**src/rtl/div_unit.sv**
```systemverilog
// div_unit: multi-cycle radix-2 restoring integer divider for DIV/DIVU in EXE.
// Requests a full pipeline stall while a division is in flight; results go to LO/HI.
module div_unit #(
  parameter int DATA_W = 32
) (
  input  logic              cpu_clk_50M,
  input  logic              cpu_rst,
  input  logic              div_start,
  input  logic              div_signed,
  input  logic              div_cancel,
  input  logic [DATA_W-1:0] dividend,
  input  logic [DATA_W-1:0] divisor,
  output logic              stallreq_div,
  output logic              div_ready,
  output logic [DATA_W-1:0] div_quotient,
  output logic [DATA_W-1:0] div_remainder
);

  localparam int CNT_W = $clog2(DATA_W + 1);
  localparam logic [CNT_W-1:0] LAST_STEP = CNT_W'(DATA_W - 1);

  typedef enum logic [1:0] {
    S_IDLE,
    S_BUSY,
    S_DONE
  } state_t;

  state_t            state_q, state_d;
  logic [CNT_W-1:0]  cnt_q, cnt_d;
  logic [DATA_W-1:0] rem_q, rem_d;
  logic [DATA_W-1:0] quo_q, quo_d;
  logic [DATA_W-1:0] dvsr_q, dvsr_d;
  logic              qNeg_q, qNeg_d;
  logic              rNeg_q, rNeg_d;
  logic [DATA_W-1:0] quotient_q, quotient_d;
  logic [DATA_W-1:0] remainder_q, remainder_d;

  logic              aNeg, bNeg;
  logic [DATA_W-1:0] absA, absB;
  logic [DATA_W:0]   remShift, trial;
  logic [DATA_W-1:0] stepRem, stepQuo;
  logic [DATA_W-1:0] fixedQuo, fixedRem;

  // Operand magnitudes: only DIV takes absolute values; 2^31 stays correct as an unsigned magnitude.
  always_comb begin
    aNeg = div_signed & dividend[DATA_W-1];
    bNeg = div_signed & divisor[DATA_W-1];
    absA = aNeg ? ({DATA_W{1'b0}} - dividend) : dividend;
    absB = bNeg ? ({DATA_W{1'b0}} - divisor) : divisor;
  end

  // One restoring step: shift {rem,quo} left, subtract with a spare bit so the top bit is the borrow.
  always_comb begin
    remShift = {rem_q, quo_q[DATA_W-1]};
    trial    = remShift - {1'b0, dvsr_q};
    stepRem  = trial[DATA_W] ? remShift[DATA_W-1:0] : trial[DATA_W-1:0];
    stepQuo  = {quo_q[DATA_W-2:0], ~trial[DATA_W]};
    fixedQuo = qNeg_q ? ({DATA_W{1'b0}} - stepQuo) : stepQuo;
    fixedRem = rNeg_q ? ({DATA_W{1'b0}} - stepRem) : stepRem;
  end

  // Next-state logic: cancel aborts from any state and never touches the held result registers.
  always_comb begin
    state_d     = state_q;
    cnt_d       = cnt_q;
    rem_d       = rem_q;
    quo_d       = quo_q;
    dvsr_d      = dvsr_q;
    qNeg_d      = qNeg_q;
    rNeg_d      = rNeg_q;
    quotient_d  = quotient_q;
    remainder_d = remainder_q;
    if (div_cancel) begin
      state_d = S_IDLE;
    end else begin
      case (state_q)
        S_IDLE: begin
          if (div_start) begin
            rem_d  = '0;
            quo_d  = absA;
            dvsr_d = absB;
            cnt_d  = '0;
            qNeg_d = aNeg ^ bNeg;
            rNeg_d = aNeg;
            if (divisor == '0) begin
              quotient_d  = '1;
              remainder_d = dividend;
              state_d     = S_DONE;
            end else begin
              state_d = S_BUSY;
            end
          end
        end
        S_BUSY: begin
          rem_d = stepRem;
          quo_d = stepQuo;
          cnt_d = cnt_q + 1'b1;
          if (cnt_q == LAST_STEP) begin
            quotient_d  = fixedQuo;
            remainder_d = fixedRem;
            state_d     = S_DONE;
          end
        end
        S_DONE: begin
          state_d = S_IDLE;
        end
        default: begin
          state_d = S_IDLE;
        end
      endcase
    end
  end

  // State and datapath registers; reset clears everything including the visible result.
  always_ff @(posedge cpu_clk_50M) begin
    if (cpu_rst) begin
      state_q     <= S_IDLE;
      cnt_q       <= '0;
      rem_q       <= '0;
      quo_q       <= '0;
      dvsr_q      <= '0;
      qNeg_q      <= 1'b0;
      rNeg_q      <= 1'b0;
      quotient_q  <= '0;
      remainder_q <= '0;
    end else begin
      state_q     <= state_d;
      cnt_q       <= cnt_d;
      rem_q       <= rem_d;
      quo_q       <= quo_d;
      dvsr_q      <= dvsr_d;
      qNeg_q      <= qNeg_d;
      rNeg_q      <= rNeg_d;
      quotient_q  <= quotient_d;
      remainder_q <= remainder_d;
    end
  end

  // Stall the pipeline while a divide is pending; release in DONE so the instruction can leave EXE.
  always_comb begin
    stallreq_div  = div_start & ~div_cancel & (state_q != S_DONE);
    div_ready     = (state_q == S_DONE);
    div_quotient  = quotient_q;
    div_remainder = remainder_q;
  end

endmodule

```
**config.mk**
```make
export PLATFORM = sky130hd
export DESIGN_NAME = div_unit
export DESIGN_NICKNAME = d
export VERILOG_FILES = /design/src/rtl/div_unit.sv
export SDC_FILE = /design/constraint.sdc
export NUM_CORES = 1
export LEC_CHECK = 0
export ABC_AREA = 1
export CAP_MARGIN = 20
export CORE_AREA = 2 2 196 140
export CTS_BUF_LIST = sky130_fd_sc_hd__clkbuf_4 sky130_fd_sc_hd__clkbuf_8
export CTS_CLUSTER_SIZE = 10
export DETAILED_ROUTE_END_ITERATION = 10
export DIE_AREA = 0 0 198 142
export PLACE_DENSITY = 0.7
export SKIP_CTS_REPAIR_TIMING = 1
export SLEW_MARGIN = 10
export SYNTH_ARGS = -nofsm -noshare
export SYNTH_HDL_FRONTEND = slang
export SYNTH_SLANG_ARGS = --single-unit
export TNS_END_PERCENT = 20
```
**constraint.sdc**
```tcl
create_clock -name cpu_clk_50M -period 12.25 [get_ports cpu_clk_50M]
set_clock_uncertainty 0.1 [all_clocks]
set_input_delay 3.0625 -clock cpu_clk_50M [delete_from_list [all_inputs] [get_ports cpu_clk_50M]]
set_output_delay 3.0625 -clock cpu_clk_50M [all_outputs]
set_load 0.05 [all_outputs]
```
==> flow_metrics.env <==
export IMPL_max_slew_margin_pct=22.39
export IMPL_first_pass_iters=6
export IMPL_syn_mean_instance_area_um2=5.971
export IMPL_pwr_share_clk_pct=26.9
export IMPL_ys_async_sr_fraction_pct=0
export IMPL_detailed_place_hpwl_mm=37.47
export IMPL_timing_worst_slew_pin_value_ps=1154
export IMPL_fin_crit_sh_pct=63.61
export IMPL_number_of_enable_type_register_cells_in_the_synthesized_netlist=0
export IMPL_period_minus_slack_ps=7793
export IMPL_comb_power_share_pct=33.2
export IMPL_floorplan_die_area_um2=28120
export IMPL_starting_density_of_the_core_pct=51.33
export IMPL_power_leakage_nw=7.313
export IMPL_worst_hold_slack_ps=368.1
export IMPL_areaGrowthSynthToFinish_pct=13.96
export IMPL_power_share_switching_pct=41.29
export IMPL_wire_length_per_cell_um=17.70
export IMPL_mappedNetlistArea_um2=13520
export IMPL_min_delay_path_class="register to register"
export IMPL_synth_largest_area_cell="sky130_fd_sc_hd__dfxtp_1"
export IMPL_cts_tree="yes"
export IMPL_floorplan_die_width_um=198
export IMPL_crit_reg2reg_launch="quo_q[31]"
export IMPL_core_area_um2=26340
export IMPL_route_detailed_drc=0
export IMPL_final_replace_weighted_congestion=0.9640
export IMPL_final_fill_count=2706
export IMPL_power_density_nw_per_um2=97.58
export IMPL_data_arrival_critical_path_ps=4630
export IMPL_routed_via_count=15130
export IMPL_cts_root_to_sink_buffers=2
export IMPL_dominantRegCellSynth="sky130_fd_sc_hd__dfxtp_1"
export IMPL_grt_start_max_net_pins=93
export IMPL_fmax_mhz=128.3
export IMPL_mappedNetlistNets=2371
export IMPL_hold_path_cell_count=2
export IMPL_setup_total_negative_slack_ps=0
export IMPL_initialDrtViolationCount=1691
export IMPL_worst_path_max_fanout=2
export IMPL_slew_viol_final=0
export IMPL_grt_pass1_wl_mm=75.11
export IMPL_worst_setup_path_type="primary input to output pin"
export IMPL_cap_violations=0
export IMPL_synth_largest_type_area_fraction_pct=25.18
export IMPL_ff_latch_area_um2=3403
export IMPL_clock_root_buffer="sky130_fd_sc_hd__clkbuf_8"
export IMPL_numClockSinks=170
export IMPL_grt_antenna_before_repair=1
export IMPL_power_ir_vdd_worst_v=0.00007577
export IMPL_multiInputGateArea_um2=8423
export IMPL_cts_reportedPaths_clkPinSlew_ps=100
export IMPL_power_internal_w=0.0008824
export IMPL_critPathLaunchType="primary input"
export IMPL_grt_setup_unrepaired="false"
export IMPL_yosys_cell_count_top_type="sky130_fd_sc_hd__nand2_1"
export IMPL_r2r_worst_path_cells=28
export IMPL_worstSetupEndpointType="output pin"
export IMPL_nNetsFinal=2446
export IMPL_netlist_instances=2264
export IMPL_port_buffers=134
export IMPL_fp_dieH_um=142
export IMPL_htree_num_levels=4
export IMPL_gr_total_overflow=0
export IMPL_seq_power_share_pct=39.9
export IMPL_grt_use_total_pct=34.54
export IMPL_totalWireLength_mm=48.09
export IMPL_yosysSeqAreaShare_pct=25.18
export IMPL_ranking_of_synthesized_cells_by_instance_count="sky130_fd_sc_hd__nand2_1, sky130_fd_sc_hd__inv_1, sky130_fd_sc_hd__nor2_1"
export IMPL_floorplan_io_pins=135
export IMPL_timing_final_setup_violations=0
export IMPL_p_sw_w=0.0006207
export IMPL_tritoncts_buffers=17
export IMPL_synth_distinct_cells=59
export IMPL_worstSkewPairLatency_ps=490
export IMPL_setup_worst_path_start="div_start"
export IMPL_ys_top_cells_by_area="sky130_fd_sc_hd__dfxtp_1, sky130_fd_sc_hd__nand2_1, sky130_fd_sc_hd__inv_1"
export IMPL_drtAntennaViolNets=0
export IMPL_ys_warnings_count=0
export IMPL_run_status="completed"
export IMPL_hold_start="div_quotient[13]"
export IMPL_drive_gt1_share_pct=6.633
export IMPL_grt_pass1_vias=13640
export IMPL_synth_ff_latch_count=170
export IMPL_floorplan_rows=50
export IMPL_report_final_hold_viol_count=0
export IMPL_worst_ep_required_time_ps=9090
export IMPL_vias_per_cell=5.568
-- final cells by class --
type	instances	share of cell area, %
inverter	348	8.479
clock buffer	17	1.519
antenna	1	0.01624
multi-input combinational	1655	54.68
timing repair buffer	147	9.308
tap	364	2.956
clock inverter	15	0.9503
sequential	170	22.09
-- final timing paths --
path,endpoint,slack (ps)
max,stallreq_div,4460
max reg2reg,div_quotient[30],6820
min,div_quotient[13],370
min reg2reg,div_quotient[13],370
-- layer usage --
metal | up-vias | GRT usage, % | wire length [um] | share of wire [%]
met1 | 6845 | 52.86 | 23360 | 49
met3 | 65 | 9.384 | 5733 | 12
met4 | 0 | 7.796 | 867 | 1.8
met2 | 740 | 47.24 | 18120 | 38
met5 | - | 0 | 0 | 0
li1 | 7479 | - | - | -
-- flip-flops by register name (all words and copies together) (netlist names) --
name and count:
div_quotient 32, quo_q 32, cnt_q 6, dvsr_q 32, state_q 2, rNeg_q 1, qNeg_q 1, div_remainder 32
rem_q 32
-- critical path, stage by stage --
cell	delay, ps
sky130_fd_sc_hd__clkdlybuf4s50_1	490
sky130_fd_sc_hd__inv_1	70
sky130_fd_sc_hd__nor3_1	180
sky130_fd_sc_hd__clkdlybuf4s50_1	830
-- cell families (layout without fill, tap and decap cells) --
group	after synthesis	in the layout	share of synthesized area [%]
and+or+nand+nor	1155	1155	37.56
buffers and inverters	439	527	12.68
AOI/OAI and AO/OA	421	421	18.35
DFF	170	170	25.18
xor gates and xnor gates	41	41	2.656
adders and majority gates	38	38	3.573
other	0	1	0
-- metrics by stage --
step	cells	utilization (%)	area [um^2]	total power [W]	setup WS [ps]
6_report	2717	58.49	15400	0.001503	4457
5_1_grt	2716	58.48	15400	0.001583	4396
3_5_place_dp	2684	57.04	15020	0.001094	4475
4_1_cts	2716	58.48	15400	0.001494	4455
2_1_floorplan	2264	-	13520	0.0009388	4901
3_3_place_gp	2684	57.04	15020	0.001090	4473
-- power by group through the flow --
stage | clock, W | sequential [W] | combinational (W)
floorplan | 0 | 0.000625 | 0.000314
global placement | 0 | 0.000610 | 0.000480
detailed placement | 0 | 0.000611 | 0.000483
CTS | 0.000410 | 0.000598 | 0.000486
global route | 0.000433 | 0.000602 | 0.000549
finish | 0.000405 | 0.000599 | 0.000499
-- cells in the final DEF (no fill, tap or decap), drive strengths merged, types with 6 or more instances in the layout --
master and instances:
xor2 26, inv 356, nand4 27, a21oi 184, ha 37, buf 14, o21ai 110, o211ai 38
clkinv 6, dfxtp 170, a31oi 30, xnor2 15, nor2 213, nand3 138, nand2 692, o221ai 18
nand3b 12, o31ai 6, nor3 49, or2 7, nor4 11, clkbuf 17, clkdlybuf4s50 133
(Power assumes the default switching activity.)
